`src/rtl/rca_stream_feeder.sv`:
```
// Streaming front-end for a W-bit ripple-carry adder with carry chaining across multi-word operations.
// Latency: 2 cycles from operand push to res_valid (empty FIFO, idle output); 1 beat/cycle sustained.
// Backpressure: op_ready = !full (registered); result register holds while res_valid && !res_ready.

// Plain ripple-carry adder: one full-adder cell per bit, carry rippling LSB to MSB.
module bitNRCAdder #(
  parameter int N = 64
) (
  input  logic [N-1:0] a,
  input  logic [N-1:0] b,
  input  logic         cin,
  output logic [N-1:0] sum,
  output logic         cout
);
  logic c;

  // Ripple the carry through N full-adder cells.
  always_comb begin
    c   = cin;
    sum = '0;
    for (int i = 0; i < N; i++) begin
      sum[i] = a[i] ^ b[i] ^ c;
      c      = (a[i] & b[i]) | (c & (a[i] ^ b[i]));
    end
    cout = c;
  end
endmodule

// Small synchronous FIFO with registered occupancy count; contents are not cleared on reset.
module rca_feeder_fifo #(
  parameter int DW    = 8,
  parameter int DEPTH = 2
) (
  input  logic          clk,
  input  logic          rst_n,
  input  logic          push,
  input  logic [DW-1:0] push_dat,
  input  logic          pop,
  output logic [DW-1:0] pop_dat,
  output logic          full,
  output logic          empty
);
  localparam int AW = $clog2(DEPTH);
  localparam int CW = AW + 1;

  logic [DW-1:0] mem [DEPTH];
  logic [AW-1:0] wr_ptr;
  logic [AW-1:0] rd_ptr;
  logic [CW-1:0] cnt;

  assign full    = (cnt == CW'(DEPTH));
  assign empty   = (cnt == '0);
  assign pop_dat = mem[rd_ptr];

  // Storage write; pointers wrap naturally because DEPTH is a power of two.
  always_ff @(posedge clk) begin
    if (push) mem[wr_ptr] <= push_dat;
  end

  // Pointer and occupancy bookkeeping; push and pop together leave the count unchanged.
  always_ff @(posedge clk) begin
    if (!rst_n) begin
      wr_ptr <= '0;
      rd_ptr <= '0;
      cnt    <= '0;
    end else begin
      if (push) wr_ptr <= wr_ptr + 1'b1;
      if (pop)  rd_ptr <= rd_ptr + 1'b1;
      case ({push, pop})
        2'b10:   cnt <= cnt + 1'b1;
        2'b01:   cnt <= cnt - 1'b1;
        default: cnt <= cnt;
      endcase
    end
  end
endmodule

module rca_stream_feeder #(
  parameter int W     = 64,
  parameter int DEPTH = 2
) (
  input  logic         clk,
  input  logic         rst_n,
  input  logic         op_valid,
  output logic         op_ready,
  input  logic [W-1:0] op_a,
  input  logic [W-1:0] op_b,
  input  logic         op_cin,
  input  logic         op_first,
  input  logic         op_last,
  output logic         res_valid,
  input  logic         res_ready,
  output logic [W-1:0] res_sum,
  output logic         res_cout,
  output logic         res_last,
  output logic         err_seq
);
  typedef struct packed {
    logic [W-1:0] a;
    logic [W-1:0] b;
    logic         cin;
    logic         first;
    logic         last;
  } beat_t;

  typedef enum logic {IDLE, CHAIN} state_t;

  beat_t  in_beat;
  beat_t  head;
  logic   full;
  logic   empty;
  logic   push;
  logic   issue;
  state_t state;
  state_t state_nxt;
  logic   carry_q;
  logic   carry_nxt;
  logic   add_cin;
  logic   err_set;
  logic [W-1:0] add_sum;
  logic         add_cout;

  assign in_beat  = '{a: op_a, b: op_b, cin: op_cin, first: op_first, last: op_last};
  assign op_ready = !full;
  assign push     = op_valid && op_ready;
  assign issue    = !empty && (!res_valid || res_ready);

  rca_feeder_fifo #(.DW($bits(beat_t)), .DEPTH(DEPTH)) u_fifo (
    .clk      (clk),
    .rst_n    (rst_n),
    .push     (push),
    .push_dat (in_beat),
    .pop      (issue),
    .pop_dat  (head),
    .full     (full),
    .empty    (empty)
  );

  bitNRCAdder #(.N(W)) u_add (
    .a    (head.a),
    .b    (head.b),
    .cin  (add_cin),
    .sum  (add_sum),
    .cout (add_cout)
  );

  // Carry select and next-state: only a continuation beat inside a chain uses the stored carry;
  // any other beat starts afresh from its own op_cin and the last bit decides where we end up.
  always_comb begin
    state_nxt = state;
    carry_nxt = carry_q;
    add_cin   = head.cin;
    err_set   = 1'b0;
    if (state == CHAIN && !head.first) add_cin = carry_q;
    if (issue) begin
      err_set   = (state == IDLE) ? !head.first : head.first;
      state_nxt = head.last ? IDLE : CHAIN;
      carry_nxt = head.last ? 1'b0 : add_cout;
    end
  end

  // FSM, carry and sticky error registers.
  always_ff @(posedge clk) begin
    if (!rst_n) begin
      state   <= IDLE;
      carry_q <= 1'b0;
      err_seq <= 1'b0;
    end else begin
      state   <= state_nxt;
      carry_q <= carry_nxt;
      if (err_set) err_seq <= 1'b1;
    end
  end

  // Result register: loads on issue, drops valid once accepted, otherwise holds.
  always_ff @(posedge clk) begin
    if (!rst_n) begin
      res_valid <= 1'b0;
      res_sum   <= '0;
      res_cout  <= 1'b0;
      res_last  <= 1'b0;
    end else if (issue) begin
      res_valid <= 1'b1;
      res_sum   <= add_sum;
      res_cout  <= add_cout;
      res_last  <= head.last;
    end else if (res_ready) begin
      res_valid <= 1'b0;
    end
  end
endmodule

```
`config.mk`:
```
export PLATFORM = sky130hd
export DESIGN_NAME = rca_stream_feeder
export DESIGN_NICKNAME = d
export VERILOG_FILES = /design/src/rtl/rca_stream_feeder.sv
export SDC_FILE = /design/constraint.sdc
export NUM_CORES = 1
export LEC_CHECK = 0
export BUFFER_PORTS_ARGS = -buffer_cell sky130_fd_sc_hd__buf_4
export CELL_PAD_IN_SITES_DETAIL_PLACEMENT = 0
export CELL_PAD_IN_SITES_GLOBAL_PLACEMENT = 1
export CORE_MARGIN = 2
export CORE_UTILIZATION = 54
export CTS_BUF_LIST = sky130_fd_sc_hd__clkbuf_2 sky130_fd_sc_hd__clkbuf_4 sky130_fd_sc_hd__clkbuf_8
export CTS_CLUSTER_DIAMETER = 150
export DETAILED_ROUTE_END_ITERATION = 8
export PLACE_DENSITY_LB_ADDON = 0.2
export SLEW_MARGIN = 20
export SYNTH_ARGS = -nofsm -noshare
export SYNTH_HDL_FRONTEND = slang
export SYNTH_HIERARCHICAL = 1
export SYNTH_SLANG_ARGS = --single-unit
```
`constraint.sdc`:
```
create_clock -name clk -period 81.5 [get_ports clk]
set_clock_uncertainty 0.2 [all_clocks]
set_input_delay 0 -clock clk [delete_from_list [all_inputs] [get_ports clk]]
set_output_delay 0 -clock clk [all_outputs]
set_load 0.02 [all_outputs]
```
After elaboration in Yosys (flattened, before gate mapping):

Memories as Yosys holds them, arrays and structs flattened. A register that Yosys moved wholly into a read port is not among the register bits.
Index checks and enable logic that the tools add are counted.

* add/sub/neg operators: 4
* equality and inequality tests: 3
* multiplexer cells: 12
* bitwise gates (word level): 320
* reduce and logical (&&, ||, !) cells: 11

Operators by type and width (number)
* $and A1 B1 Y1: 128
* $xor A1 B1 Y1: 128
* $or A1 B1 Y1: 64
* $mux W1: 11
* $eq A2 B2 Y1 const B: 2
* $logic_not A1 Y1: 4
* $pmux W2 S2: 1
* $reduce_bool A2 Y1: 2
* $logic_and A1 B1 Y1: 3
* $add A1 B1 Y1 const B: 2
* $add A2 B1 Y2 const B: 1
* $eq A2 B1 Y1 const B: 1
* $logic_not A2 Y1: 1
* $sub A2 B1 Y2 const B: 1
* $logic_or A1 B1 Y1: 1

* bits in registers: 74
* RAM bits: 262
* logic and storage cells: 361
* memories kept: 1

Memory list
* u_fifo.mem: depth 2, bits a word 131, rd ports 1, clocked after memory_dff 1, wr ports 1, line 46 `logic [DW-1:0] mem [DEPTH];`

Logic depth before layout (Yosys ltp):

* word-level depth: 132
* depth in mapped cells: 76
* depth with buffers taken out: 74

By module:

The synthesis kept the hierarchy.

Modules (own cells, without submodules)
* rca_feeder_fifo: times used 1, cells an instance 430, area an instance 9734.3 um^2, sequential area each 7967.6 um^2
* rca_stream_feeder: times used 1, cells an instance 307, area an instance 2924.1 um^2, sequential area each 1401.3 um^2
* bitNRCAdder: times used 1, cells an instance 74, area an instance 1318.8 um^2, sequential area each 0.0 um^2

Least setup slack after synthesis:

OpenSTA, ideal clock, no wires.

* path kind: reg-to-reg
* start: reg with a tool-made name
* end: reg res_sum[63]
* data arrival time: 25.857 ns
* required time: 81.228 ns
* setup slack: 55.372 ns
* cell stages (with the launch flop): 77
* period minus slack after synthesis: 26.128 ns
* cells stage by stage: dfxtp_1 buf_2 buf_2 mux2_2 inv_1 ha_1 mux2_2 fa_1 fa_1 fa_1 fa_1 fa_1 fa_1 fa_1 fa_1 fa_1 fa_1 fa_1 [... 41 more ...] fa_1 fa_1 fa_1 fa_1 fa_1 fa_1 fa_1 fa_1 fa_1 fa_1 fa_1 fa_1 fa_1 inv_1 fa_1 inv_1 nand2_1 mux2i_1

RTL lines
* end signal, assigned: line 184 `res_sum <= add_sum;`
* end, declared: line 93 `output logic [W-1:0] res_sum,`

==> impl_metrics.yaml <==
status:
  outcome: "finished, final reports clean"
logic_synthesis:
  synth_edf_count: 262
  yosysTopAreaCell: "edfxtp_1"
  synth_seq_cells: 337
  syn-instance-count: 811
  synthFlopType: "edfxtp_1"
  syn_area_um2: 14000
  ys_top_cells_by_area: "edfxtp_1 (56%), dfxtp_1 (11%), mux2_2 (9.8%), fa_1 (9.2%), mux2i_1 (4.9%)"
  synth_commonest_cells: "edfxtp_1 (262), nand2_1 (134), mux2_2 (122), dfxtp_1 (75), mux2i_1 (68)"
  yosysWarningCount: 6
  synthesis.nets: 1012
  synthArstFlopShare: 0
  synth_cell_types: 29
  synth.most_common_cell: "edfxtp_1"
  yosysSeqAreaShare: 0.670
  syn_area_per_cell_um2: 17.2
  synth_top_area_frac: 0.563
floorplanning:
  io_pins: 204
  start_util: 0.552
  die_w_um: 165
  die_h_um: 165
  dieArea_um2: 27200
  core_area_um2: 25300
  rows: 58
timing:
  max_freq_ghz: 0.0365
  finalCritPeriodShare: 0.336
  tightestPinTransition_ns: 1.02
  slew_headroom: 0.321
  finalHoldViolCount: 0
  setup_viol: 0
  min_period_ns: 27.39
  rsz0062_at_grt: "false"
  maxSlewViolCount: 0
  tns_ns: 0
job:
  maxCapViolations: 0
global_routing:
  track_usage: 0.215
  grt_pass1_vias: 9063
  grt_max_degree: 95
  antenna_found_initial: 1
  grt_pass1_wl_um: 45100
  grt.overflow.total: 0
route:
  vias: 8273
  detail-route-antenna-nets: 0
  drt-initial-drc-count: 448
  wire_per_inst_um: 17.0
  drcViolationCount: 0
  drt_pass1_iterations: 4
  viasPerCell: 4.93
  totalWireLength_um: 28600
cts:
  clock_latency_ns: 0.57
  cts.clk_slew.worst_paths_ns: 0.06
  cts_sinks: 337
  htree_levels: 2
  cts_buffers: 53
  cts_tree: "yes"
  cts.path.max_buffers: 3
  cts_root_buffer: "clkbuf_8"
  post_cts_resized: 0
setup_path:
  worst_setup_path_end_kind: "register"
  path_class: "register to register"
  crit_path_max_fanout: 25
  ff2ff_setup_slack_ns: 54.11
  critical_path_required_ns: 81.80
  critPathLaunchType: "register"
  slowest_stage: "dfxtp_4"
  critPathArrivalTime_ns: 27.68
  slowest_delay_ns: 0.56
  path_common_cell: "fa_1"
placement:
  gp_congestion: 0.749
  hpwlAfterDp_um: 15700
  placed_cells: 1313
  io_buffers: 203
  dpl_cell_area_um2: 15600
final_layout:
  final_area_um2: 19400
  fin_nets: 1504
  area_growth_syn_to_layout_pct: 38.5
  final_util: 0.764
  n_fill_cell: 1534
  drive_gt1_frac: 0.326
  seq_area_um2: 9370
  fin_cells: 1678
  multi_input_area_um2: 4190
power_and_ir_drop:
  leakage_nw: 7.45
  peakVddDrop_v: 0.0000196
  power_density_nw_per_um2: 30.3
hold_path:
  hp-class: "primary input to register"
cells in the final DEF (no fill, tap or decap), types with 4 or more instances in the layout:
cell type and n:
clkinv_2 5, buf_4 209, dfxtp_1 74, and2_1 4, fa_1 64, mux2i_1 68
clkbuf_4 23, clkbuf_8 62, inv_1 13, mux2_4 10, nand2_1 134, dlygate4sd3_1 265
clkinv_1 8, mux2_2 122, edfxtp_1 262
state kept, by name (all words and copies together), names as in the netlist, named ones only:
signal,flops
u_fifo/mem,262
res_sum,64
u_fifo/cnt,2
carry_q,1
err_seq,1
res_cout,1
res_last,1
res_valid,1
state,1
u_fifo/rd_ptr,1
u_fifo/wr_ptr,1
layer usage:
| layer | wire (um) | vias to the layer above | share of wire | GRT usage |
|---|---|---|---|---|
| met4 | 617 | 0 | 0.022 | 0.0688 |
| met1 | 11800 | 4075 | 0.41 | 0.269 |
| met5 | 0 | - | 0 | 0 |
| met2 | 14600 | 229 | 0.51 | 0.377 |
| met3 | 1560 | 56 | 0.055 | 0.0442 |
| li1 | - | 3913 | - | - |
where the power goes:
| group | switching [W] | leakage (nW) | total [W] | internal (W) |
|---|---|---|---|---|
| Sequential | 0.0000140 | 3.07 | 0.000233 | 0.000219 |
| Clock | 0.0000626 | 0.584 | 0.000142 | 0.0000795 |
| Combinational | 0.000109 | 3.80 | 0.000211 | 0.000102 |
| Total | 0.000186 | 7.45 | 0.000586 | 0.000400 |
cells by family (layout without fill, tap and decap cells):
kind of cell / count (synthesis) / in the layout / synth area share
flops: 337 / 337 / 0.670
mux: 200 / 200 / 0.158
simple gates: 149 / 149 / 0.0437
fa+ha+maj: 66 / 66 / 0.0935
buf+inv: 51 / 587 / 0.0303
compound gates: 5 / 5 / 0.00260
xor+xnor: 3 / 3 / 0.00188
other cells: 0 / 1 / 0
final cells by class:
cell class | instances | share of cell area
flip-flops and latches | 337 | 0.484
repair buffers | 475 | 0.219
multi-input cells | 423 | 0.217
clock buffers | 85 | 0.0530
well taps | 330 | 0.0213
clock inverters | 14 | 0.00323
inverters | 13 | 0.00252
diodes | 1 | 0.000129
final timing paths:
check | from | end | cells after the start
worst min register to register | res_sum[57] | res_sum[57] | 2
worst min-delay path | res_ready | res_valid | 4
worst max-delay path | register | res_sum[63] | 74
worst max register to register | register | res_sum[63] | 74
timing repair:
action / in CTS / in global routing
hold buffers: 265 / 0
hold endpoints to repair: 335 / 0
setup buffers: 0 / 0
stage by stage:
step,power (W),hold WS [ns],setup slack (ns)
after detailed placement,0.000436,-0.0127,54.24
after floorplan,0.000389,-0.101,55.37
final,0.000586,0.0920,54.11
after CTS,0.000590,0.0469,54.14
after global placement,0.000433,-0.0147,54.40
after global routing,0.000623,0.110,53.09
worst max-delay path, delay by kind of cell (launching register included):
family	cells	cell delay [ns]
flops	1	0.56
mux	3	0.86
fa+ha+maj	65	25.28
buf+inv	5	0.33
simple gates	1	0.04
Power figures use the tool's default switching activity.
